===== src/rtl/dmem_arbiter_if.sv =====
// Request/response bundle between the two data-RAM requesters (memory stage A, secondary master B)
// and the data-RAM arbiter. Addresses are full ALU width; the arbiter truncates them.
interface dmem_arbiter_if #(
    parameter int DATA_W = 18
);
    logic              a_req;
    logic              a_we;
    logic [17:0]       a_addr;
    logic [DATA_W-1:0] a_wdata;
    logic              a_stall;
    logic [DATA_W-1:0] a_rdata;
    logic              a_rvalid;

    logic              b_req;
    logic              b_we;
    logic [17:0]       b_addr;
    logic [DATA_W-1:0] b_wdata;
    logic              b_gnt;
    logic [DATA_W-1:0] b_rdata;
    logic              b_rvalid;

    modport master (
        output a_req, a_we, a_addr, a_wdata,
        input  a_stall, a_rdata, a_rvalid,
        output b_req, b_we, b_addr, b_wdata,
        input  b_gnt, b_rdata, b_rvalid
    );

    modport slave (
        input  a_req, a_we, a_addr, a_wdata,
        output a_stall, a_rdata, a_rvalid,
        input  b_req, b_we, b_addr, b_wdata,
        output b_gnt, b_rdata, b_rvalid
    );
endinterface


===== src/rtl/dmem_arbiter.sv =====
// Shares the single-port synchronous-read data RAM between the memory stage (A) and a secondary master (B).
// Define DMEM_ARB_STARVE_GUARD_EN to force B through after MAX_WAIT consecutive refusals.
module dmem_arbiter #(
    parameter int DATA_W   = 18,
    parameter int ADDR_W   = 10,
    parameter int MAX_WAIT = 4
) (
    input  logic              clk,
    input  logic              rst,
    dmem_arbiter_if.slave     bus,
    output logic [ADDR_W-1:0] ram_address,
    output logic [DATA_W-1:0] ram_data,
    output logic              ram_wren,
    input  logic [DATA_W-1:0] ram_q
);
    typedef enum logic [1:0] {OWN_NONE, OWN_A, OWN_B} owner_t;

    owner_t rd_owner_reg;
    owner_t rd_owner_next;
    logic   grant_a;
    logic   grant_b;
    logic   force_b;

`ifdef DMEM_ARB_STARVE_GUARD_EN
    localparam int WAIT_W = $clog2(MAX_WAIT + 1);

    logic [WAIT_W-1:0] wait_cnt_reg;
    logic [WAIT_W-1:0] wait_cnt_next;

    assign force_b = bus.b_req && (wait_cnt_reg == WAIT_W'(MAX_WAIT));

    always_comb begin
        wait_cnt_next = '0;
        if (bus.b_req && !grant_b) begin
            wait_cnt_next = (wait_cnt_reg == WAIT_W'(MAX_WAIT)) ? wait_cnt_reg
                                                                : wait_cnt_reg + 1'b1;
        end
    end

    always_ff @(posedge clk or negedge rst) begin
        if (!rst) begin
            wait_cnt_reg <= '0;
        end else begin
            wait_cnt_reg <= wait_cnt_next;
        end
    end
`else
    localparam int unused_max_wait = MAX_WAIT;

    assign force_b = 1'b0;
`endif

    // Grants are suppressed while reset is held so nothing reaches the RAM.
    always_comb begin
        grant_a = 1'b0;
        grant_b = 1'b0;
        if (rst) begin
            if (force_b) begin
                grant_b = 1'b1;
            end else if (bus.a_req) begin
                grant_a = 1'b1;
            end else if (bus.b_req) begin
                grant_b = 1'b1;
            end
        end
    end

    assign bus.b_gnt   = grant_b;
    assign bus.a_stall = rst && bus.a_req && !grant_a;

    assign ram_address = grant_b ? bus.b_addr[ADDR_W-1:0] : bus.a_addr[ADDR_W-1:0];
    assign ram_data    = grant_b ? bus.b_wdata : bus.a_wdata;
    assign ram_wren    = (grant_a && bus.a_we) || (grant_b && bus.b_we);

    logic unused_addr_bits;
    assign unused_addr_bits = ^{bus.a_addr[17:ADDR_W], bus.b_addr[17:ADDR_W]};

    always_comb begin
        rd_owner_next = OWN_NONE;
        if (grant_a && !bus.a_we) begin
            rd_owner_next = OWN_A;
        end else if (grant_b && !bus.b_we) begin
            rd_owner_next = OWN_B;
        end
    end

    always_ff @(posedge clk or negedge rst) begin
        if (!rst) begin
            rd_owner_reg <= OWN_NONE;
        end else begin
            rd_owner_reg <= rd_owner_next;
        end
    end

    // Index 0 is port A, index 1 is port B. RAM data passes straight through in the
    // owner's cycle and is held afterwards so a non-owner keeps its last word.
    logic [1:0]             rvalid;
    logic [1:0][DATA_W-1:0] rdata;

    assign rvalid[0] = (rd_owner_reg == OWN_A);
    assign rvalid[1] = (rd_owner_reg == OWN_B);

    genvar gi;
    generate
        for (gi = 0; gi < 2; gi++) begin : g_port
            logic [DATA_W-1:0] hold_reg;

            always_ff @(posedge clk or negedge rst) begin
                if (!rst) begin
                    hold_reg <= '0;
                end else if (rvalid[gi]) begin
                    hold_reg <= ram_q;
                end
            end

            assign rdata[gi] = rvalid[gi] ? ram_q : hold_reg;
        end
    endgenerate

    assign bus.a_rvalid = rvalid[0];
    assign bus.a_rdata  = rdata[0];
    assign bus.b_rvalid = rvalid[1];
    assign bus.b_rdata  = rdata[1];
endmodule


===== src/flat_wrapper.sv =====
// flat-port wrapper written by rule: the top's interface ports become plain ports
module dmem_arbiter_flat 
#(
    parameter int DATA_W   = 18,
    parameter int ADDR_W   = 10,
    parameter int MAX_WAIT = 4
)
  (clk, rst, ram_address, ram_data, ram_wren, ram_q, bus_a_req, bus_a_we, bus_a_addr, bus_a_wdata, bus_a_stall, bus_a_rdata, bus_a_rvalid, bus_b_req, bus_b_we, bus_b_addr, bus_b_wdata, bus_b_gnt, bus_b_rdata, bus_b_rvalid);
  dmem_arbiter_if #(.DATA_W(DATA_W)) bus_i ();
  input  logic clk;
  input  logic rst;
  output logic [ADDR_W-1:0] ram_address;
  output logic [DATA_W-1:0] ram_data;
  output logic ram_wren;
  input  logic [DATA_W-1:0] ram_q;
  input wire logic [$bits(bus_i.a_req)-1:0] bus_a_req;
  input wire logic [$bits(bus_i.a_we)-1:0] bus_a_we;
  input wire logic [$bits(bus_i.a_addr)-1:0] bus_a_addr;
  input wire logic [$bits(bus_i.a_wdata)-1:0] bus_a_wdata;
  output wire logic [$bits(bus_i.a_stall)-1:0] bus_a_stall;
  output wire logic [$bits(bus_i.a_rdata)-1:0] bus_a_rdata;
  output wire logic [$bits(bus_i.a_rvalid)-1:0] bus_a_rvalid;
  input wire logic [$bits(bus_i.b_req)-1:0] bus_b_req;
  input wire logic [$bits(bus_i.b_we)-1:0] bus_b_we;
  input wire logic [$bits(bus_i.b_addr)-1:0] bus_b_addr;
  input wire logic [$bits(bus_i.b_wdata)-1:0] bus_b_wdata;
  output wire logic [$bits(bus_i.b_gnt)-1:0] bus_b_gnt;
  output wire logic [$bits(bus_i.b_rdata)-1:0] bus_b_rdata;
  output wire logic [$bits(bus_i.b_rvalid)-1:0] bus_b_rvalid;
  assign bus_i.a_req = bus_a_req;
  assign bus_i.a_we = bus_a_we;
  assign bus_i.a_addr = bus_a_addr;
  assign bus_i.a_wdata = bus_a_wdata;
  assign bus_a_stall = bus_i.a_stall;
  assign bus_a_rdata = bus_i.a_rdata;
  assign bus_a_rvalid = bus_i.a_rvalid;
  assign bus_i.b_req = bus_b_req;
  assign bus_i.b_we = bus_b_we;
  assign bus_i.b_addr = bus_b_addr;
  assign bus_i.b_wdata = bus_b_wdata;
  assign bus_b_gnt = bus_i.b_gnt;
  assign bus_b_rdata = bus_i.b_rdata;
  assign bus_b_rvalid = bus_i.b_rvalid;
  dmem_arbiter #(.DATA_W(DATA_W), .ADDR_W(ADDR_W), .MAX_WAIT(MAX_WAIT)) u_core (.clk(clk), .rst(rst), .bus(bus_i), .ram_address(ram_address), .ram_data(ram_data), .ram_wren(ram_wren), .ram_q(ram_q));
endmodule

===== config.mk =====
export PLATFORM = sky130hd
export DESIGN_NAME = dmem_arbiter_flat
export DESIGN_NICKNAME = d
export VERILOG_FILES = /design/src/rtl/dmem_arbiter_if.sv /design/src/rtl/dmem_arbiter.sv /design/src/flat_wrapper.sv
export SDC_FILE = /design/constraint.sdc
export NUM_CORES = 1
export LEC_CHECK = 0
export BUFFER_PORTS_ARGS = -buffer_cell sky130_fd_sc_hd__buf_2
export CORE_MARGIN = 10
export CORE_UTILIZATION = 30
export DETAILED_ROUTE_END_ITERATION = 7
export PLACE_DENSITY = 0.66
export SLEW_MARGIN = 5
export SYNTH_ARGS = -nofsm -noshare
export SYNTH_HDL_FRONTEND = slang
export SYNTH_SLANG_ARGS = --single-unit

===== constraint.sdc =====
create_clock -name clk -period 2.1 [get_ports clk]
set_clock_uncertainty 0.05 [all_clocks]
set_input_delay 0.315 -clock clk [delete_from_list [all_inputs] [get_ports clk]]
set_output_delay 0.315 -clock clk [all_outputs]
set_load 0.02 [all_outputs]

==> metrics.txt <==
Die W 99.3 um; status completed; I/O pin count 165; global-route wire length before repair 9600 um; max_cap viols 0; maximum VDD drop 0.371 mV; Max FO, Critical Path 10; unrepaired setup endpoints after global routing false; initial antenna violation count 0; Placement Cell Area 2680 um^2; clk buf depth 2; Startpoint Class flip-flop; Final Setup Violations 0; CP Capture Type output port; Post-synth EDFFs 0; area delta synth->final 47.4%; post-synth cell types 15; largest cells by area after synthesis dfrtp_1 (50%), mux2_2 (24%), mux2_4 (14%); Sink Count 38; Fin. Hold Viols 0; WL/cell 17.7 um; Initial Utilization 31.3%; post-detailed-route count of antenna-violating nets 0; port bufs 147; synthesized area 1890 um^2; TNS Setup 0 ns; nets 369; finished layout cell area 2780 um^2; Leakage 1.50 nW; Via-to-Cell Ratio 4.46; gr usage total 12.0%; asr flop ratio synth 100%; Power Dens Cells 826 nW/um^2; CTS tree yes; Core Rows 28; initial detailed-routing violation count 15; Syn Nets 218; Die H 99.3 um; CTS Buf Count 5; Seq/Total Area, Yosys 50.4%; Detailed Place HPWL 5240 um; Mean Syn Cell Area 15.5 um^2; DRC 0; share of cells above drive strength 1 80.7%; largest area contributor in the netlist dfrtp_1; flip-flop count of the largest register after layout 36; clock slew at reported path FFs 0.07 ns; Post-Synthesis Cells 122; synth cell count leaders mux2_2 (41), dfrtp_1 (38), mux2_4 (18), mux2_1 (5); fin crit period 1.97 ns; core footprint 6030 um^2; router iterations before antenna repair 2; fmax 509 MHz; Final Worst Setup Slack 0.134 ns; top-count cell post-synth mux2_2; worst hold slack 0.126 ns; Yosys reg bits 38; vias 1,556; DIE AREA 9870 um^2; ys flop type dfrtp_1; largest net degree at the start of global routing 40; clk_lat worst skew 0.28 ns; Synthesis Warnings 0; final wirelength 6160 um; R2R depth 3; routability congestion estimate from global placement 0.730; diode count 0; Data arrival, critical path 1.60 ns; post-CTS setup buffers 0; pre-CTS WS 0.303 ns; grt total ovfl 0; Hold WC Path Type in -> async; Critical Path RT 1.74 ns; fin crit share 93.6%; H-tree Lvls 2; Synth top area share 50.4%; Root Buffer clkbuf_8; vias in the first global route 1,854; Max Slew Vio Count 0; PnR Total Power 2.30 mW; CP Class reg -> out
==> where the power goes <==
part / switching, mW / internal (mW) / leakage [nW]
Sequential: 0.0395 / 0.881 / 0.450
Clock: 0.249 / 0.264 / 0.0472
Combinational: 0.484 / 0.381 / 1.00
==> layer usage <==
metal  track usage [%]  vias up  share of wire, %
li1                  -      728                 -
met5                 0        -                 0
met4              2.09        0              0.37
met3              9.97        2                17
met2              19.2      111                45
met1              12.1      715                37
==> final cells by class <==
cell class	instances	area [um^2]
clock buffers	6	82.6
clock inverters	2	12.5
fillers	567	3240
inverters	2	7.51
multi-input cells	74	862
flip-flops and latches	38	951
well taps	75	93.8
repair buffers	152	773
==> metrics by stage <==
stage | instances | util (%)
finish | 349 | 46.2
global route | 349 | 46.2
CTS | 349 | 46.1
detailed placement | 341 | 44.5
global placement | 341 | 44.5
floorplan | 122 | -
==> path summary, 6_finish.rpt <==
path                                                  to                           from  slack [ns]
setup / recovery                         bus_a_rdata[15]         u_core.rd_owner_reg[1]        0.13
hold / removal             u_core.g_port[0].hold_reg[16]                            rst        0.13
setup reg to reg           u_core.g_port[0].hold_reg[14]         u_core.rd_owner_reg[1]        0.78
hold reg to reg            u_core.g_port[0].hold_reg[12]  u_core.g_port[0].hold_reg[12]        0.44
max in group asynchronous  u_core.g_port[1].hold_reg[17]                            rst        1.53
min in group clk                  u_core.rd_owner_reg[0]                       bus_a_we        0.14
==> layout by cell type (no fill, tap or decap) <==
cell and n:
a21boi_0 1, buf_2 147, buf_4 5, clkbuf_8 6
clkinv_2 1, clkinvlp_4 1, conb_1 1, dfrtp_1 38
inv_1 2, mux2_1 5, mux2_2 41, mux2_4 18
nand2_1 2, nand2b_1 1, nand3b_1 1, nand3b_4 1
nor2_1 2, nor2b_4 1
==> repair_timing <==
item,CTS,global route
hold buffers,0,0
setup endpoints to repair,0,15
gates resized for setup,0,1
endpoints found under the hold margin,0,0
==> cell families (layout without fill, tap and decap cells) <==
family | count (synthesis) | in the layout | synth area share [%]
AOI/OAI and AO/OA | 1 | 1 | 0.398
buffers and inverters | 10 | 162 | 4.37
DFF | 38 | 38 | 50.4
muxes | 64 | 64 | 41.7
other | 1 | 1 | 0.199
and+or+nand+nor | 8 | 8 | 2.92
==> critical path: stages (launching register included) <==
cell     delay [ns]
dfrtp_1        0.41
nor2b_4        0.17
buf_4          0.25
mux2_4         0.33
buf_2          0.16
Note: power is estimated with default switching activity, not from simulation.
